**config.mk**
```make
export PLATFORM = sky130hd
export DESIGN_NAME = vote_round_tally
export DESIGN_NICKNAME = d
export VERILOG_FILES = /design/src/rtl/vote_round_tally.sv
export SDC_FILE = /design/constraint.sdc
export NUM_CORES = 1
export LEC_CHECK = 0
export BUFFER_PORTS_ARGS = -buffer_cell sky130_fd_sc_hd__buf_4
export CAP_MARGIN = 20
export CORE_ASPECT_RATIO = 2
export CORE_UTILIZATION = 45
export DETAILED_ROUTE_END_ITERATION = 12
export GPL_TIMING_DRIVEN = 0
export PLACE_DENSITY = 0.7
export RECOVER_POWER = 50
export SETUP_SLACK_MARGIN = 0.5
export SYNTH_ARGS = -nofsm -noshare
export SYNTH_HDL_FRONTEND = slang
export SYNTH_SLANG_ARGS = --single-unit
```
**constraint.sdc**
```tcl
create_clock -name clk -period 2.25 [get_ports clk]
set_clock_uncertainty 0.05 [all_clocks]
set_input_delay 0.675 -clock clk [delete_from_list [all_inputs] [get_ports clk]]
set_output_delay 0.675 -clock clk [all_outputs]
set_load 0.01 [all_outputs]
```
**src/rtl/vote_round_tally.sv**
```systemverilog
// vote_round_tally: per-session tally of one-hot 3-voter counts and final majority.
// Optional per-vote-count histogram (hist_flat) enabled by defining TALLY_HIST_EN.
module vote_round_tally #(
    parameter  int NUM_ROUNDS = 5,
    localparam int RND_W      = $clog2(NUM_ROUNDS + 1),
    localparam int VOTE_W     = $clog2(3 * NUM_ROUNDS + 1)
) (
    input  logic              clk,
    input  logic              rst,
    input  logic              start,
    input  logic [3:0]        count_onehot,
    input  logic              count_valid,
    output logic              count_ready,
    output logic [RND_W-1:0]  approved_cnt,
    output logic [RND_W-1:0]  rejected_cnt,
    output logic [RND_W-1:0]  rounds_done,
    output logic [VOTE_W-1:0] total_votes,
    output logic              done,
    output logic              final_approved,
    output logic              err_onehot
`ifdef TALLY_HIST_EN
    ,
    output logic [4*RND_W-1:0] hist_flat
`endif
);

    localparam logic [1:0] IDLE    = 2'd0;
    localparam logic [1:0] COLLECT = 2'd1;
    localparam logic [1:0] DONE    = 2'd2;

    localparam logic [RND_W-1:0] LAST_RND = RND_W'(NUM_ROUNDS);

    logic [1:0]       state;
    logic             word_ok;
    logic [1:0]       k;
    logic             xfer;
    logic             take;
    logic             clr;
    logic             is_appr;
    logic [RND_W-1:0] rounds_nx;
    logic [RND_W-1:0] appr_nx;
    logic [RND_W-1:0] rej_nx;
    logic             last_rnd;

    // Decode the one-hot count word into a vote count k and a validity flag.
    always_comb begin
        word_ok = 1'b1;
        k       = 2'd0;
        case (count_onehot)
            4'b0001: k = 2'd0;
            4'b0010: k = 2'd1;
            4'b0100: k = 2'd2;
            4'b1000: k = 2'd3;
            default: word_ok = 1'b0;
        endcase
    end

    // Handshake qualifiers and post-update counts for the final decision.
    always_comb begin
        xfer      = count_valid && count_ready;
        take      = xfer && word_ok;
        clr       = start && (state != COLLECT);
        is_appr   = k[1];
        rounds_nx = rounds_done + RND_W'(1);
        appr_nx   = approved_cnt + RND_W'(is_appr);
        rej_nx    = rejected_cnt + RND_W'(!is_appr);
        last_rnd  = (rounds_nx == LAST_RND);
    end

    // Session FSM; ready, done and the final decision are registered with it.
    always_ff @(posedge clk or posedge rst) begin
        if (rst) begin
            state          <= IDLE;
            count_ready    <= 1'b0;
            done           <= 1'b0;
            final_approved <= 1'b0;
        end else begin
            case (state)
                IDLE: begin
                    if (start) begin
                        state       <= COLLECT;
                        count_ready <= 1'b1;
                    end
                end
                COLLECT: begin
                    if (take && last_rnd) begin
                        state          <= DONE;
                        count_ready    <= 1'b0;
                        done           <= 1'b1;
                        final_approved <= (appr_nx > rej_nx);
                    end
                end
                DONE: begin
                    if (start) begin
                        state          <= COLLECT;
                        count_ready    <= 1'b1;
                        done           <= 1'b0;
                        final_approved <= 1'b0;
                    end
                end
                default: begin
                    state          <= IDLE;
                    count_ready    <= 1'b0;
                    done           <= 1'b0;
                    final_approved <= 1'b0;
                end
            endcase
        end
    end

    // Round counters and sticky error; bad words are consumed but not counted.
    always_ff @(posedge clk or posedge rst) begin
        if (rst) begin
            approved_cnt <= '0;
            rejected_cnt <= '0;
            rounds_done  <= '0;
            total_votes  <= '0;
            err_onehot   <= 1'b0;
        end else if (clr) begin
            approved_cnt <= '0;
            rejected_cnt <= '0;
            rounds_done  <= '0;
            total_votes  <= '0;
            err_onehot   <= 1'b0;
        end else if (xfer) begin
            if (!word_ok) begin
                err_onehot <= 1'b1;
            end else begin
                rounds_done  <= rounds_nx;
                total_votes  <= total_votes + VOTE_W'(k);
                approved_cnt <= appr_nx;
                rejected_cnt <= rej_nx;
            end
        end
    end

`ifdef TALLY_HIST_EN
    logic [RND_W-1:0] hist [4];

    // One counter per vote count; only valid rounds are binned.
    always_ff @(posedge clk or posedge rst) begin
        if (rst) begin
            for (int i = 0; i < 4; i++) hist[i] <= '0;
        end else if (clr) begin
            for (int i = 0; i < 4; i++) hist[i] <= '0;
        end else if (take) begin
            hist[k] <= hist[k] + RND_W'(1);
        end
    end

    for (genvar g = 0; g < 4; g++) begin : g_hist
        assign hist_flat[g*RND_W +: RND_W] = hist[g];
    end
`endif

endmodule
```
==> results of run 1 <==
[tightest hold or removal path: cells and delay by family (launching register included)]
family | cells | cell delay [ps]
DFF | 1 | 350
and+or+nand+nor | 2 | 100
[final cells by class]
cell class | instances | area (um^2)
multi-input cells | 99 | 892
flip-flops and latches | 19 | 475
well taps | 28 | 35.0
fillers | 205 | 805
plain buffers | 5 | 36.3
repair buffers | 35 | 260
clock buffers | 4 | 45.0
inverters | 5 | 21.3
[power breakdown]
part / switching, W / internal (W)
sequential: 0.000150 / 0.000457
clock: 0.000120 / 0.000126
combinational: 0.000470 / 0.000478
total: 0.000740 / 0.00106
[logic make-up after synthesis]
logic type                 Yosys count  share of synthesized area (%)
AOI/OAI and AO/OA                   18                           11.2
xor gates and xnor gates             6                           4.29
adders and majority gates           11                           11.8
buffers and inverters               10                           3.47
DFF                                 19                           38.8
muxes                               13                           10.6
and+or+nand+nor                     51                           19.8
[worst max-delay path by stage]
stage	to	slack (ps)	depth (start not counted)
after global routing	final_approved$_DFFE_PP0P_	-190	12
after CTS	final_approved$_DFFE_PP0P_	-70	11
after detailed placement	final_approved$_DFFE_PP0P_	-480	12
after floorplan	final_approved$_DFFE_PP0P_	-150	10
final	final_approved$_DFFE_PP0P_	-130	11
after global placement	final_approved$_DFFE_PP0P_	-420	12
[cell usage after synthesis, types with 2 or more instances]
| cell | count | share of area [%] |
|---|---|---|
| o21ai_0 | 3 | 1.2 |
| mux2i_1 | 13 | 11 |
| inv_1 | 5 | 1.5 |
| a21oi_1 | 2 | 0.82 |
| nand2b_1 | 8 | 4.1 |
| dfrtp_1 | 19 | 39 |
| nand2_1 | 29 | 8.9 |
| o21a_1 | 3 | 1.8 |
| nor3_1 | 2 | 0.82 |
| ha_1 | 10 | 10 |
| o211ai_1 | 6 | 3.7 |
| and2_1 | 2 | 1.0 |
| clkbuf_1 | 3 | 0.92 |
| nor2b_1 | 2 | 1.0 |
| xor2_1 | 3 | 2.1 |
| xnor2_1 | 3 | 2.1 |
| nor2_1 | 3 | 0.92 |
[metrics by stage]
stage / cells / setup slack, ps
2_1_floorplan: 128 / -149
3_3_place_gp: 180 / -423
3_5_place_dp: 180 / -480
4_1_cts: 191 / -71.2
5_1_grt: 195 / -185
6_report: 195 / -127
[placed cells by master (no fill, tap or decap), types with 2 or more instances in the layout]
| master | n |
|---|---|
| and2_1 | 2 |
| buf_4 | 22 |
| buf_6 | 4 |
| clkbuf_1 | 10 |
| clkbuf_2 | 2 |
| clkbuf_8 | 3 |
| dfrtp_1 | 19 |
| ha_1 | 3 |
| ha_4 | 7 |
| inv_1 | 3 |
| mux2i_1 | 13 |
| nand2_1 | 27 |
| nand2_2 | 2 |
| nand2b_1 | 6 |
| nand2b_4 | 2 |
| nor2_1 | 3 |
| nor2b_1 | 2 |
| o211ai_1 | 6 |
| o21a_1 | 3 |
| xnor2_2 | 2 |
| xor2_1 | 3 |
[repair_timing]
action / 4_1_cts / 5_1_grt
setup buffers: 7 / 4
gates resized for setup: 11 / 9
endpoints found under the setup margin: 14 / 15
pin swaps: 10 / 4
[registers in the layout, summed over array words and instances (netlist names)]
register	cells
final_approved	1
err_onehot	1
rounds_done	3
state	2
total_votes	4
count_ready	1
rejected_cnt	3
approved_cnt	3
done	1
[layer usage]
metal  GRT usage, %  share of wire, %
met2           44.3                58
met5              0                 0
met3           4.08               4.3
met1           24.8                36
met4           9.58               1.2
==> flow_summary.ini, run 1 <==
[run_status]
status = complete, but fails checks
violations = negative setup slack

[worst_setup_path]
cp.required_ps = 2330
crit_chain = buf_8 -> xnor2_2 -> or3_4 -> ha_4 -> ha_4 -> xnor2_2 -> ha_1 -> o21ai_2 -> nor2_1 -> o21ai_1 -> o22ai_1
crit_slowest_cell = or3_4
cp-start-kind = input port
max_stage_delay_ps = 420
r2r_setup_slack_ps = 430
reg2reg_from = approved_cnt[0]$_DFFE_PP0P_
rr_worst_depth = 8
worst-path-buf-inv = 1
crit_family = adder cells
worstPathMaxFanout = 2
crit_path_start = count_onehot[2]
cp-end-kind = flip-flop
worstSetupPathType = in2reg
regToRegEndpoint = final_approved$_DFFE_PP0P_
cp.arrival_ps = 2450

[clocking]
clk_pin_slew_worst_paths_ps = 70
cts_tree = yes
numCtsBuffers = 3
clock_latency_ps = 260
cts_root_buffer = clkbuf_8
ctsHoldBuffers = 0
cts.sinks = 19
htree_levels = 1
clockBufferDepth = 2

[drt]
drt-total-wl_um = 3140
ant_nets = 0
drc = 0
drt_iter0_drc = 19
dr.pass1.iters = 4
via_per_inst = 5.62
vias = 1095
wl_per_cell_um = 16.1

[sta]
rsz0062_at_grt = yes
finalHoldViolations = 0
tns_ps = -127
hold_ws_ps = 427
min_period_over_period_pct = 106
finalMaxSlewViolations = 0
post-route-min-period_ps = 2380
slew-limit-headroom_pct = 49.6
setup_viol = 1
worst_pin_slew_ps = 755
fmax_ghz = 0.421
setup_ws_ps = -127

[global_route]
grt_max_degree = 20
grt-ovfl-total = 0
grt_pass1_wl_um = 4770
antenna_found_initial = 0
grt_pass1_vias = 1097
groute.usage.overall_pct = 23.8

[yosys]
synthArstFlopShare_pct = 100
synth_cell_types = 29
syn_inst = 128
synth_nets = 147
ys_seq_area_share_pct = 38.8
syn_avg_cell_area_um2 = 9.58
synth-warning-count = 0
synth-edff-count = 0
synth-seq-cells = 19
ys_dominant_reg_cell = dfrtp_1
netlist_area_mm2 = 0.00123

[hold_path]
min_from = done$_DFFE_PP0P_
hold_class = reg2reg
hold_depth = 2
hold_end = done$_DFFE_PP0P_

[placement]
gp_congestion = 0.812
place_area_mm2 = 0.00158
port_buffers = 24
hpwl_um = 2230

[finish]
finish.utilization_pct = 68.7
final_area_mm2 = 0.00177
fin_nets = 187
syn_to_final_growth_pct = 44.0
drive_above_1_share_pct = 34.7
diodes = 0

[floorplan]
die_y_um = 75.8
core_mm2 = 0.00257
initial_core_util_pct = 47.7
io_pins = 25
die_w_um = 38.9
rows = 26
dieArea_mm2 = 0.00295

[pwr]
p_per_area_mw_per_mm2 = 1020
peakVddDrop_mv = 0.584
p_leak_nw = 0.853
total_power_w = 0.00180

[job]
maxCapViolCount = 0
(Power assumes the default switching activity.)
==> inputs of run 2 (changes only) <==
--- a/config.mk
+++ b/config.mk
@@ -8,10 +8,9 @@
 export BUFFER_PORTS_ARGS = -buffer_cell sky130_fd_sc_hd__buf_4
 export CAP_MARGIN = 20
 export CORE_ASPECT_RATIO = 2
-export CORE_UTILIZATION = 45
+export CORE_UTILIZATION = 40
 export DETAILED_ROUTE_END_ITERATION = 12
-export GPL_TIMING_DRIVEN = 0
-export PLACE_DENSITY = 0.7
+export PLACE_DENSITY = 0.63
 export RECOVER_POWER = 50
 export SETUP_SLACK_MARGIN = 0.5
 export SYNTH_ARGS = -nofsm -noshare
==> run 2 against run 1 <==
  * The run still ends with negative setup slack left
  * Combinational power fell by 3.0%
  * Cell area rose by 2.3%
  * Routed wire length shrank 6.7%
  * Cell count is 2.6% higher
  * Highest routed layer unchanged
  * Clock power is 4% lower
  * Die area is 12% higher
  * Core utilization decreased by 7.3 points
==> flow_summary.ini, run 2 (synthesized netlist as in run 1, its figures left out) <==
[hold_path]
hold_class = in2async

[global_route]
grt-ovfl-total = 0
grt_max_degree = 28
groute.usage.overall_pct = 20.7
grt_pass1_wl_um = 4700
antenna_found_initial = 0
grt_pass1_vias = 1077

[drt]
wl_per_cell_um = 14.6
top_layer = met4
dr.pass1.iters = 4
wl_met3_um = 66
ant_nets = 0
drt_iter0_drc = 13
via_per_inst = 5.25
wl_met1_um = 1100
vias = 1050
drt-total-wl_um = 2930
drc = 0
met2WireLength_um = 1730

[sta]
finalHoldViolations = 0
min_period_over_period_pct = 103
tns_ps = -74.5
rsz0062_at_grt = yes
setup_ws_ps = -74.5
fmax_ghz = 0.430
finalMaxSlewViolations = 0
worst_pin_slew_ps = 574
slew-limit-headroom_pct = 61.7
post-route-min-period_ps = 2320
setup_viol = 1

[pwr]
peakVddDrop_mv = 0.427
p_leak_nw = 0.879
p_per_area_mw_per_mm2 = 973

[run_status]
status = complete, but fails checks
violations = negative setup slack

[worst_setup_path]
crit_slowest_cell = or3_4
r2r_setup_slack_ps = 430
worst-path-buf-inv = 1
reg2reg_from = rejected_cnt[0]$_DFFE_PP0P_
cp-end-kind = flip-flop
cp.required_ps = 2320
worstSetupPathType = in2reg
cp.arrival_ps = 2390
crit_chain = buf_8 -> xnor2_2 -> or3_4 -> ha_4 -> ha_4 -> xnor2_2 -> ha_1 -> o21ai_1 -> nor2_1 -> o21ai_1 -> o22ai_1
cp-start-kind = input port
max_stage_delay_ps = 350
worstPathMaxFanout = 2
rr_worst_depth = 8
regToRegEndpoint = final_approved$_DFFE_PP0P_
crit_family = adder cells

[floorplan]
initial_core_util_pct = 41.7
die_y_um = 80.3
io_pins = 25
rows = 28
core_mm2 = 0.00294
die_w_um = 41.2
dieArea_mm2 = 0.00330

[placement]
port_buffers = 24
gp_congestion = 0.733
hpwl_um = 2230
post-place-ws_ps = -388

[finish]
final_common_cell = nand2_1
largest-register = total_votes
finish.utilization_pct = 61.4
fin_nets = 190
final_cell_mix = nand2_1, buf_4, dfrtp_1
syn_to_final_growth_pct = 47.3
diodes = 0
drive_above_1_share_pct = 35.3
largest_reg_flops = 4

[clocking]
clock_latency_ps = 250
clockBufferDepth = 2
cts_root_buffer = clkbuf_8
cts.sinks = 19
htree_levels = 1
clk_pin_slew_worst_paths_ps = 70
cts_tree = yes
numCtsBuffers = 3

[job]
maxCapViolCount = 0
[run 2: cell type report]
class,count,area [um^2]
multi-input combinational,99,896
fill,271,1140
sequential,19,475
tap,30,37.5
inverter,5,18.8
clock buffer,4,45.0
timing repair buffer,43,334
[run 2: worst register-to-register path, cell delays in order (launching register included)]
cell and delay [ps]:
dfrtp_1 460, ha_4 210, ha_4 160, xnor2_2 130, ha_1 310, o21ai_1 100
nor2_1 50, o21ai_1 120, o22ai_1 90
[run 2: worst max path at each step]
stage,end,cells past startpoint,startpoint
2_1_floorplan,final_approved$_DFFE_PP0P_,10,count_onehot[3]
3_3_place_gp,final_approved$_DFFE_PP0P_,11,count_onehot[3]
3_5_place_dp,final_approved$_DFFE_PP0P_,11,count_onehot[3]
4_1_cts,final_approved$_DFFE_PP0P_,11,count_onehot[2]
5_1_grt,final_approved$_DFFE_PP0P_,12,count_onehot[2]
6_report,final_approved$_DFFE_PP0P_,11,count_onehot[2]
[run 2: report_power, final]
part           switching [W]  internal [W]  total, W  leakage, nW
Combinational       0.000447      0.000473  0.000920        0.617
Sequential          0.000144      0.000458  0.000601        0.239
Clock               0.000112      0.000126  0.000237       0.0228
Total               0.000702       0.00106   0.00176        0.879
[run 2: repair_timing]
| action | CTS | global route |
|---|---|---|
| pin swaps | 11 | 10 |
| cloned | 0 | 0 |
| gates resized for setup | 11 | 10 |
| buffers inserted | 4 | 2 |
| setup endpoints to repair | 16 | 17 |
| hold buffers | 0 | 0 |
[run 2: per-stage QoR]
step / hold slack, ps / area [um^2] / power (W) / std cells
global placement: 407 / 1650 / 0.00145 / 190
floorplan: 445 / 1370 / 0.00116 / 128
CTS: 354 / 1780 / 0.00178 / 198
global route: 380 / 1810 / 0.00192 / 200
detailed placement: 408 / 1650 / 0.00149 / 190
finish: 350 / 1810 / 0.00176 / 200
[run 2: per-layer routing]
metal / GRT usage (%) / vias up
met2: 37.8 / 18
met1: 22.6 / 512
met4: 5.81 / 0
met3: 2.49 / 4
li1: - / 516
met5: 0 / -
